### config.mk
export PLATFORM = sky130hd
export DESIGN_NAME = debounce_bank
export DESIGN_NICKNAME = d
export VERILOG_FILES = /design/src/rtl/debounce_bank.sv
export SDC_FILE = /design/constraint.sdc
export NUM_CORES = 1
export LEC_CHECK = 0
export ABC_CLOCK_PERIOD_IN_PS = 1450
export BUFFER_PORTS_ARGS = -buffer_cell sky130_fd_sc_hd__buf_2
export CAP_MARGIN = 10
export CORE_ASPECT_RATIO = 1.1
export CORE_MARGIN = 5
export CORE_UTILIZATION = 53
export CTS_CLUSTER_SIZE = 28
export DETAILED_ROUTE_END_ITERATION = 10
export PLACE_DENSITY = 0.78
export SLEW_MARGIN = 25
export SYNTH_ARGS = -nofsm -noshare
export SYNTH_HDL_FRONTEND = slang
export SYNTH_SLANG_ARGS = --single-unit
### constraint.sdc
create_clock -name clk -period 1.45 [get_ports clk]
set_input_delay 0.0725 -clock clk [delete_from_list [all_inputs] [get_ports clk]]
set_output_delay 0.0725 -clock clk [all_outputs]
set_load 0.01 [all_outputs]
### src/rtl/debounce_bank.sv
// Multi-channel switch debouncer: per-channel synchroniser, shared sample-tick divider, stable counters.
// Optional rise/fall edge pulses are built only when DEBOUNCE_EDGE_EN is defined.
module debounce_bank #(
    parameter int CHANNELS     = 4,
    parameter int SYNC_STAGES  = 2,
    parameter int TICK_DIV     = 1000,
    parameter int STABLE_TICKS = 16
) (
    input  logic                clk,
    input  logic                rst_n,
    input  logic [CHANNELS-1:0] d,
    output logic [CHANNELS-1:0] q,
    output logic [CHANNELS-1:0] rise,
    output logic [CHANNELS-1:0] fall,
    output logic                tick
);

    localparam int CW = $clog2(STABLE_TICKS + 1);
    localparam int DW = (TICK_DIV > 1) ? $clog2(TICK_DIV) : 1;
    localparam logic [DW-1:0] DIV_LAST = DW'(TICK_DIV - 1);
    localparam logic [CW-1:0] CNT_LAST = CW'(STABLE_TICKS - 1);

    logic [DW-1:0]       r_div;
    logic [DW-1:0]       w_div_nxt;
    logic                r_run;
    logic                r_tick;
    logic [CHANNELS-1:0] r_sync [SYNC_STAGES];
    logic [CHANNELS-1:0] w_s;
    logic [CHANNELS-1:0] r_q;
    logic [CW-1:0]       r_cnt  [CHANNELS];
    logic [CHANNELS-1:0] w_acc;

    // The first edge after reset only arms the divider, so tick lands exactly TICK_DIV edges later.
    always_comb begin
        w_div_nxt = '0;
        if (r_run && (r_div != DIV_LAST)) begin
            w_div_nxt = r_div + DW'(1);
        end
    end

    // NOTE: all state uses non-blocking assignments so every register samples pre-edge values.
    always_ff @(posedge clk or negedge rst_n) begin
        if (!rst_n) begin
            r_run  <= 1'b0;
            r_div  <= '0;
            r_tick <= 1'b0;
        end else begin
            r_run  <= 1'b1;
            r_div  <= w_div_nxt;
            r_tick <= (w_div_nxt == DIV_LAST);
        end
    end

    always_ff @(posedge clk or negedge rst_n) begin
        if (!rst_n) begin
            for (int i = 0; i < SYNC_STAGES; i++) begin
                r_sync[i] <= '0;
            end
        end else begin
            r_sync[0] <= d;
            for (int i = 1; i < SYNC_STAGES; i++) begin
                r_sync[i] <= r_sync[i-1];
            end
        end
    end

    assign w_s = r_sync[SYNC_STAGES-1];

    always_comb begin
        w_acc = '0;
        for (int i = 0; i < CHANNELS; i++) begin
            w_acc[i] = r_tick && (w_s[i] != r_q[i]) && (r_cnt[i] == CNT_LAST);
        end
    end

    always_ff @(posedge clk or negedge rst_n) begin
        if (!rst_n) begin
            r_q <= '0;
            for (int i = 0; i < CHANNELS; i++) begin
                r_cnt[i] <= '0;
            end
        end else begin
            r_q <= (r_q & ~w_acc) | (w_s & w_acc);
            for (int i = 0; i < CHANNELS; i++) begin
                if ((w_s[i] == r_q[i]) || w_acc[i]) begin
                    r_cnt[i] <= '0;
                end else if (r_tick) begin
                    r_cnt[i] <= r_cnt[i] + CW'(1);
                end
            end
        end
    end

`ifdef DEBOUNCE_EDGE_EN
    logic [CHANNELS-1:0] r_rise;
    logic [CHANNELS-1:0] r_fall;

    always_ff @(posedge clk or negedge rst_n) begin
        if (!rst_n) begin
            r_rise <= '0;
            r_fall <= '0;
        end else begin
            r_rise <= w_acc & w_s;
            r_fall <= w_acc & ~w_s;
        end
    end

    assign rise = r_rise;
    assign fall = r_fall;
`else
    assign rise = '0;
    assign fall = '0;
`endif

    assign q    = r_q;
    assign tick = r_tick;

endmodule

==> results of run 1 <==
[power groups by stage]
stage	Clock (W)	Combinational (W)	Sequential [W]
2_1_floorplan	0	0.0000624	0.00128
3_5_place_dp	0	0.000114	0.00129
3_3_place_gp	0	0.000111	0.00128
5_1_grt	0.000876	0.000145	0.00126
4_1_cts	0.000806	0.000129	0.00126
6_report	0.000770	0.000130	0.00126
[routing by layer]
| metal | GRT usage (%) | share of wire (%) | wire, µm |
|---|---|---|---|
| met3 | 3.83 | 2.4 | 102 |
| met4 | 7.28 | 1.9 | 80 |
| met1 | 18.4 | 42 | 1780 |
| met2 | 29.3 | 54 | 2310 |
| met5 | 0 | 0 | 0 |
[worst paths after layout]
check	startpoint	to	slack, ps	cells after the start
setup / recovery	r_div[3]	tick	-50	4
hold / removal	rst_n	r_cnt[15]	290	2
setup reg to reg	r_div[3]	tick	-50	4
hold reg to reg	r_sync[6]	w_s[2]	350	0
max in group asynchronous	rst_n	r_div[4]	650	3
min in group clk	r_sync[6]	w_s[2]	350	0
[timing repair]
item                                   CTS  global route
resized for setup                        7            21
buffers inserted                         3             7
hold buffers                             5             0
endpoints found under the hold margin   26             0
setup endpoints to repair                9            23
pin swaps                               14            14
[cell usage after synthesis (2+ instances only)]
| cell | count |
|---|---|
| a21oi_1 | 22 |
| a31oi_1 | 3 |
| and3_1 | 4 |
| buf_4 | 8 |
| clkbuf_1 | 3 |
| conb_1 | 2 |
| dfrtp_1 | 44 |
| ha_1 | 9 |
| inv_1 | 7 |
| mux2_2 | 4 |
| mux2i_1 | 2 |
| nand2_1 | 14 |
| nand2b_1 | 4 |
| nand3_1 | 5 |
| nand3b_1 | 4 |
| nand4_1 | 4 |
| nor2_1 | 34 |
| nor2b_1 | 4 |
| nor3_1 | 5 |
| nor3b_1 | 3 |
| o21ai_0 | 4 |
| o2bb2ai_1 | 2 |
| xnor2_1 | 9 |
| xor2_1 | 2 |
[per-stage QoR]
stage / TNS (ps) / instance area (µm²)
2_1_floorplan: -13.3 / 2230
3_3_place_gp: 0 / 2490
3_5_place_dp: -135 / 2490
4_1_cts: -32.7 / 2700
5_1_grt: -1100 / 2840
6_report: -87.3 / 2840
[final cells by class]
cell class / count / share of cell area (%)
multi-input combinational: 158 / 40.6
sequential: 44 / 38.8
timing repair buffer: 53 / 14.1
clock buffer: 6 / 2.91
tap: 52 / 2.29
inverter: 7 / 0.925
clock inverter: 2 / 0.352
[sequential cells by signal (all words and copies together) (netlist names), named ones only]
name,count
r_run,1
r_sync,4
r_cnt,20
tick,1
r_div,10
w_s,4
[cells by family after synthesis]
kind of cell	after synthesis	synth area share [%]
AND/OR/NAND/NOR	89	21.4
AO/OA/AOI/OAI	34	8.72
flip-flops	44	51.8
XOR/XNOR	11	4.54
multiplexers	6	3.06
adder cells (fa/ha/maj)	9	5.30
other	2	0.353
buffers and inverters	19	4.83
[worst register-to-register path, stage by stage, from the launching register on]
cell,delay (ps)
dfrtp_1,420
or3b_1,400
o211ai_1,250
a31oi_4,120
and4bb_1,210
==> impl_metrics.csv, run 1 <==
group,metric,value,unit
placed_design,io_buffers,10,
finish,multi_input_area,0.00115,mm²
timing,maxSlewViolCount,0,
yosys,syn_avg_cell_area,9.93,µm²
worst_setup_path,crit_path_cell_trace,"or3b_1 > o211ai_1 > a31oi_4 > and4bb_1",
detailed_routing,wirelength,4.27,mm
finish,final_common_cell,"dfrtp_1",
worst_setup_path,crit_family,"simple AND/OR/NAND/NOR gates",
finish,fill_cells,293,
global_route,grt_pass1_wl,7.12,mm
yosys,synthArstFlopShare,100,%
cts,clk_latency,290,ps
finish,drive_above_1_share,34.1,%
yosys,ys.flop_type,"dfrtp_1",
yosys,synthCells,214,
yosys,yosysTopAreaCell,"dfrtp_1",
placed_design,hpwl,2.89,mm
power,power_density,761,mW/mm²
cts,clkTransAtPathRegs,80,ps
floorplan,row_count,24,
timing,period_needed,1500,ps
worst_setup_path,cp.buffers_inverters,0,
cts,cts_max_path_buffers,2,
global_route,grt_pass1_vias,1635,
worst_setup_path,required,1630,ps
detailed_routing,drt-initial-drc-count,66,
timing,tightest_slew,550,ps
global_route,grt.total_usage,16.5,%
floorplan,die_w,70.4,µm
finish,fin_nets,284,
timing,rsz0062_at_grt,"yes",
yosys,yosysWarnings,0,
worst_setup_path,cp_max_fo,5,
yosys,synth-edff-count,0,
finish,fin_cells,322,
floorplan,die_h,76.4,µm
yosys,ys_ff_latch,44,
outcome,status,"complete, but fails checks",
detailed_routing,wl_per_cell,13.3,µm
finish,layout_common_cells,"dfrtp_1 (43), buf_4 (36), nor2_1 (30)",
placed_design,gp_congestion,0.763,
power,swShare,22.1,%
timing,hold_ws,291,ps
power,leakagePower,1.29,nW
timing,setup_viol,3,
yosys,synth_seq_area_share,51.8,%
timing,layout_setup_ws,-49.9,ps
yosys,syn-cell-area,0.00212,mm²
floorplan,num_io_pins,19,
worst_setup_path,endpoint_kind,"register",
worst_setup_path,critPathKind,"register to register",
power,pwr-share-seq,58.4,%
finish,area_growth,33.7,%
cts,h-tree-depth,2,
global_route,grt_remaining_overflow,0,
detailed_routing,antenna_left,0,
power,switching_power,0.000477,W
detailed_routing,drt_pass1_iterations,4,
worst_setup_path,slowest_stage,"dfrtp_1",
detailed_routing,vias,1653,
floorplan,core,0.00393,mm²
floorplan,start_util,54.0,%
cts,cts_made_buffers,5,
timing,timing.final.crit_share,103,%
timing,fmax,0.667,GHz
power,max-vdd-ir-drop,0.419,mV
timing,relSlewSlack,63.3,%
detailed_routing,viasPerCell,5.13,
cts,cts_root_buf,"clkbuf_8",
placed_design,dp_slack,-39.9,ps
global_route,antenna_found_initial,0,
power,internal_power,0.00168,W
worst_setup_path,start_kind,"register",
outcome,violations,"negative setup slack",
floorplan,dieArea,0.00538,mm²
power,p_clk_share,35.6,%
finish,antenna_cells,0,
global_route,grt_max_degree,24,
detailed_routing,post-route-drc-count,0,
cts,cts_tree,"done",
finish,final_core_util,72.2,%
min_path,hp-class,"input pin to async pin",
worst_setup_path,crit_arrival,1680,ps
cts,cts_sinks,44,
worst_setup_path,cpPeakStageDelay,420,ps
yosys,synthTopCellsByArea,"dfrtp_1 (52%), nor2_1 (6.0%), ha_1 (5.3%)",
timing,skew,1.90,ps
yosys,yosysTopAreaCellShare,51.8,%
finish,seq_area,0.00110,mm²
power,finalPower,0.00216,W
flow_run,cap_violations,0,
yosys,ys_types,36,
power,combPwrFrac,6.0,%
timing,hold_viol_final,0,
placed_design,place_inst,299,
(Power assumes the default switching activity.)
==> run 2, diff against run 1 <==
--- a/config.mk
+++ b/config.mk
@@ -10,10 +10,10 @@
 export CAP_MARGIN = 10
 export CORE_ASPECT_RATIO = 1.1
 export CORE_MARGIN = 5
-export CORE_UTILIZATION = 53
+export CORE_UTILIZATION = 35
 export CTS_CLUSTER_SIZE = 28
 export DETAILED_ROUTE_END_ITERATION = 10
-export PLACE_DENSITY = 0.78
+export PLACE_DENSITY = 0.57
 export SLEW_MARGIN = 25
 export SYNTH_ARGS = -nofsm -noshare
 export SYNTH_HDL_FRONTEND = slang
==> run 2 against run 1 <==
- the run still ends with negative setup slack left
- count of clock-buffer cells in the layout decreased by 1
- design area is 0.93% higher
- sequential cell count stayed put
- die area is 44% higher
- worst setup slack better by 35 ps
- global-route usage fell by 4.8 points
- fmax grew 2.4%
- first-iteration DRC count fell by 38%
- largest power group unchanged
- non-clock buffer count increased by 1
- largest cell class unchanged
- sequential share of layout area fell by 0.40 points
- sequential power is essentially flat
- routed wire length fell by 1.5%
==> impl_metrics.csv, run 2 (same netlist as run 1, synthesis figures left out) <==
group,metric,value,unit
global_route,grt_max_degree,30,
detailed_routing,wirelength,4.21,mm
timing,hold_ws,235,ps
global_route,grt_remaining_overflow,0,
global_route,grt.total_usage,11.6,%
detailed_routing,wl_per_cell,12.1,µm
timing,relSlewSlack,64.5,%
finish,layout_common_cells,"dfrtp_1 (44), buf_4 (36), nor2_1 (32)",
finish,area_growth,34.9,%
power,swShare,21.7,%
timing,layout_setup_ws,-14.6,ps
worst_setup_path,slowest_stage,"dfrtp_1",
worst_setup_path,crit_path_cell_trace,"ha_2 > and3_4 > ha_4 > nand2b_4 > nor2_2 > nand4_1 > a21oi_1",
finish,largest_reg_flops,20,
power,p_clk_share,39.8,%
cts,cts_root_buf,"clkbuf_8",
finish,top_register,"r_cnt",
cts,clkTransAtPathRegs,80,ps
finish,top_regs,"r_cnt (20), r_div (10)",
finish,final_common_cell,"dfrtp_1",
placed_design,io_buffers,10,
timing,skew,5.06,ps
worst_setup_path,crit_family,"simple AND/OR/NAND/NOR gates",
cts,cts_max_path_buffers,2,
worst_setup_path,r2r_start,"r_cnt[1]",
cts,cts_made_buffers,5,
flow_run,cap_violations,0,
timing,hold_viol_final,0,
worst_setup_path,critPathKind,"register to register",
worst_setup_path,cpPeakStageDelay,390,ps
detailed_routing,viasPerCell,4.71,
power,power_density,810,mW/mm²
cts,clk_latency,290,ps
cts,cts_tree,"done",
floorplan,core,0.00584,mm²
timing,timing.final.crit_share,101,%
timing,rsz0062_at_grt,"yes",
worst_setup_path,start_kind,"register",
finish,drive_above_1_share,32.5,%
floorplan,dieArea,0.00773,mm²
worst_setup_path,cp.buffers_inverters,0,
global_route,antenna_found_initial,0,
power,switching_power,0.000503,W
power,pwr-share-seq,54.3,%
global_route,grt_pass1_wl,7.46,mm
worst_setup_path,endpoint_kind,"register",
finish,final_core_util,49.1,%
cts,cts_sinks,44,
power,internal_power,0.00182,W
placed_design,hpwl,2.87,mm
outcome,status,"complete, but fails checks",
worst_setup_path,required,1670,ps
finish,fin_nets,285,
global_route,grt_pass1_vias,1695,
placed_design,gp_congestion,0.817,
finish,antenna_cells,0,
worst_setup_path,r2r_cells,7,
timing,maxSlewViolCount,0,
floorplan,start_util,36.4,%
detailed_routing,drt_pass1_iterations,4,
worst_setup_path,crit_arrival,1690,ps
outcome,violations,"negative setup slack",
timing,period_needed,1460,ps
floorplan,num_io_pins,19,
floorplan,die_w,84.3,µm
detailed_routing,drt-initial-drc-count,41,
worst_setup_path,cp_max_fo,5,
power,max-vdd-ir-drop,0.371,mV
timing,tightest_slew,528,ps
worst_setup_path,reg2reg_slack,-10,ps
worst_setup_path,worstReg2RegEnd,"r_cnt[3]",
detailed_routing,vias,1640,
power,combPwrFrac,5.9,%
floorplan,row_count,29,
floorplan,die_h,91.7,µm
detailed_routing,post-route-drc-count,0,
cts,h-tree-depth,2,
power,leakagePower,1.28,nW
timing,setup_viol,4,
detailed_routing,antenna_left,0,
timing,fmax,0.683,GHz
min_path,hp-class,"input pin to async pin",
==> run 2: cell count changes in the layout (fill, tap and decap cells not counted), sizes merged <==
cell / previous run / this run
clkinvlp: 0 / 1
bufinv: 0 / 1
clkinv: 2 / 1
buf: 48 / 49
clkbuf: 6 / 5
==> run 2: final cells by class <==
class	instances	area (µm²)
clock buffers	5	68.8
clock inverters	3	42.5
inverters	7	26.3
flip-flops and latches	44	1100
multi-input cells	158	1110
repair buffers	54	422
well taps	77	96.3
fillers	554	2980
==> run 2: worst max-delay path by stage <==
stage | from | endpoint | slack (ps) | cells after the start
after floorplan | r_cnt[5] | r_cnt[8] | -10 | 7
after global placement | r_cnt[10] | register | -10 | 5
after detailed placement | r_cnt[6] | r_cnt[8] | -50 | 7
after CTS | r_cnt[0] | r_cnt[3] | -50 | 7
after global routing | r_cnt[1] | r_cnt[3] | -90 | 7
final | r_cnt[1] | r_cnt[3] | -10 | 7
==> run 2: power by group through the flow <==
stage | Combinational (W) | Sequential [W] | Clock [W]
global route | 0.000156 | 0.00126 | 0.00102
CTS | 0.000138 | 0.00126 | 0.000960
finish | 0.000138 | 0.00126 | 0.000924
floorplan | 0.0000624 | 0.00128 | 0
detailed placement | 0.000119 | 0.00129 | 0
global placement | 0.000119 | 0.00128 | 0
==> run 2: repair_timing <==
| action | in CTS | in global routing |
|---|---|---|
| pin swaps | 15 | 11 |
| gates resized for setup | 7 | 12 |
| cloned | 0 | 0 |
| setup endpoints to repair | 9 | 14 |
| setup buffers | 3 | 5 |
| hold buffers | 5 | 0 |
| hold endpoints to repair | 19 | 0 |
==> run 2: stage by stage <==
step	instance area, µm²	std cells	setup TNS, ps	worst slack [ps]	power (W)
floorplan	2230	221	-13.3	-13.3	0.00134
global placement	2560	327	-48.9	-14.2	0.00140
detailed placement	2560	327	-211	-54.4	0.00140
CTS	2790	343	-72.8	-47.1	0.00236
global route	2870	348	-493	-87.3	0.00244
finish	2870	348	-48.9	-14.6	0.00232
==> run 2: per-layer routing <==
| layer | track usage (%) | share of wire, % | up-vias | wire length [µm] |
|---|---|---|---|---|
| met5 | 0 | 0 | - | 0 |
| met4 | 3.62 | 0.95 | 0 | 40 |
| met3 | 2.87 | 2.7 | 5 | 113 |
| met2 | 19.3 | 49 | 21 | 2060 |
| met1 | 14.9 | 47 | 791 | 1990 |
| li1 | - | - | 823 | - |
==> run 3, diff against run 2 <==
--- a/config.mk
+++ b/config.mk
@@ -10,10 +10,10 @@
 export CAP_MARGIN = 10
 export CORE_ASPECT_RATIO = 1.1
 export CORE_MARGIN = 5
-export CORE_UTILIZATION = 35
+export CORE_UTILIZATION = 40
 export CTS_CLUSTER_SIZE = 28
 export DETAILED_ROUTE_END_ITERATION = 10
-export PLACE_DENSITY = 0.57
+export PLACE_DENSITY = 0.63
 export SLEW_MARGIN = 25
 export SYNTH_ARGS = -nofsm -noshare
 export SYNTH_HDL_FRONTEND = slang
==> run 3 against run 2 <==
- the flow still finishes with violations (negative setup slack)
- critical endpoint is now r_cnt[8]
- worst setup slack worse by 6.4 ps
- clock power is 0.5% higher
- design area is 2.8% higher
- global-route usage is 1.7 points higher
==> impl_metrics.csv, run 3 (same netlist as run 1, synthesis figures left out) <==
group,metric,value,unit
outcome,violations,"negative setup slack",
timing,skew,2.51,ps
worst_setup_path,r2r_cells,7,
floorplan,start_util,41.9,%
worst_setup_path,required,1680,ps
detailed_routing,viasPerCell,5.03,
worst_setup_path,worstReg2RegEnd,"r_cnt[8]",
cts,clk_latency,300,ps
worst_setup_path,r2r_start,"r_cnt[6]",
detailed_routing,drt-initial-drc-count,69,
worst_setup_path,crit_arrival,1700,ps
detailed_routing,antenna_left,0,
worst_setup_path,critPathKind,"register to register",
flow_run,cap_violations,0,
finish,drive_above_1_share,36.3,%
floorplan,core,0.00507,mm²
floorplan,die_h,86.4,µm
finish,top_regs,"r_cnt (20), r_div (10)",
timing,maxSlewViolCount,0,
floorplan,row_count,27,
finish,antenna_cells,0,
cts,h-tree-depth,2,
worst_setup_path,endpoint_kind,"register",
global_route,grt_pass1_vias,1714,
worst_setup_path,reg2reg_slack,-20,ps
timing,rsz0062_at_grt,"yes",
worst_setup_path,cp_max_fo,4,
global_route,antenna_found_initial,0,
detailed_routing,wl_per_cell,12.9,µm
floorplan,num_io_pins,19,
placed_design,dp_slack,-94.7,ps
placed_design,hpwl,2.93,mm
timing,fin_tns_setup,-55.2,ps
power,finalPower,0.00233,W
timing,layout_setup_ws,-20.9,ps
timing,fmax,0.680,GHz
floorplan,dieArea,0.00687,mm²
min_path,hp-class,"input pin to async pin",
power,power_density,792,mW/mm²
cts,cts_tree,"done",
timing,period_needed,1470,ps
detailed_routing,post-route-drc-count,0,
power,leakagePower,1.33,nW
cts,clkTransAtPathRegs,80,ps
detailed_routing,wirelength,4.33,mm
cts,cts_root_buf,"clkbuf_8",
timing,hold_viol_final,0,
finish,top_register,"r_cnt",
cts,cts_made_buffers,5,
cts,cts_max_path_buffers,2,
detailed_routing,vias,1689,
finish,final_core_util,58.1,%
placed_design,gp_congestion,0.812,
timing,timing.final.crit_share,101,%
timing,tightest_slew,512,ps
global_route,grt_remaining_overflow,0,
cts,cts_sinks,44,
global_route,grt.total_usage,13.4,%
timing,setup_viol,4,
finish,final_common_cell,"dfrtp_1",
floorplan,die_w,79.5,µm
power,max-vdd-ir-drop,0.382,mV
global_route,grt_pass1_wl,7.33,mm
finish,layout_common_cells,"dfrtp_1 (44), buf_4 (39), nor2_1 (31)",
finish,area_growth,38.7,%
global_route,grt_max_degree,27,
finish,fin_nets,292,
finish,largest_reg_flops,20,
worst_setup_path,start_kind,"register",
placed_design,io_buffers,10,
timing,relSlewSlack,65.6,%
outcome,status,"complete, but fails checks",
detailed_routing,drt_pass1_iterations,4,
-- run 3: cell types whose count changed in the layout (fill, tap and decap cells not counted), moves of 2 or more --
cell | previous run | this run
buf_6 | 1 | 5
buf_4 | 36 | 39
mux2_2 | 1 | 3
mux2_4 | 3 | 1
nor2_4 | 0 | 2
nor3_1 | 5 | 3
o21ai_1 | 2 | 0
-- run 3: metal layers --
metal / track usage [%] / share of wire, % / vias up
met5: 0 / 0 / -
met4: 3.75 / 1.8 / 0
met3: 3.12 / 2.8 / 9
met2: 24.8 / 53 / 20
met1: 15.1 / 43 / 818
li1: - / - / 842
-- run 3: report_power, final --
group | switching, W | internal [W] | total, W
Combinational | 0.0000767 | 0.0000689 | 0.000146
Clock | 0.000417 | 0.000511 | 0.000929
Sequential | 0.0000133 | 0.00125 | 0.00126
-- run 3: layout make-up --
cell class | instances | area (µm²)
Tap cell | 58 | 72.6
Multi-Input combinational cell | 158 | 1150
Clock buffer | 6 | 72.6
Timing Repair Buffer | 61 | 489
Fill cell | 443 | 2120
Clock inverter | 2 | 35.0
Inverter | 7 | 26.3
Sequential cell | 44 | 1100
-- run 3: worst max path at each step --
stage	from	to	slack [ps]	cells past startpoint
CTS	r_cnt[5]	r_cnt[8]	-30	7
detailed placement	r_div[1]	tick	-90	5
global route	r_cnt[6]	r_cnt[8]	-120	7
finish	r_cnt[6]	r_cnt[8]	-20	7
global placement	r_div[1]	tick	-50	5
floorplan	r_cnt[5]	r_cnt[8]	-10	7
-- run 3: through the flow --
stage / instances / instance area, µm² / hold WS, ps
after floorplan: 221 / 2230 / -223
after global placement: 313 / 2570 / 42.3
after detailed placement: 313 / 2570 / 47.7
after CTS: 334 / 2850 / 250
after global routing: 336 / 2950 / 278
final: 336 / 2950 / 241
-- run 3: repair_timing --
| action | in CTS | in global routing |
|---|---|---|
| resized for setup | 10 | 20 |
| pin swaps | 24 | 16 |
| buffers inserted | 8 | 2 |
| setup endpoints to repair | 11 | 25 |
| endpoints found under the hold margin | 22 | 0 |
| hold buffers | 5 | 0 |
| cloned | 0 | 0 |
-- run 3: critical path, cell delays in order (launching register included) --
cell	delay, ps
dfrtp_1	390
ha_2	190
and3_4	180
ha_4	160
nand2b_4	160
nor2_2	80
nand4_1	90
a21oi_1	150
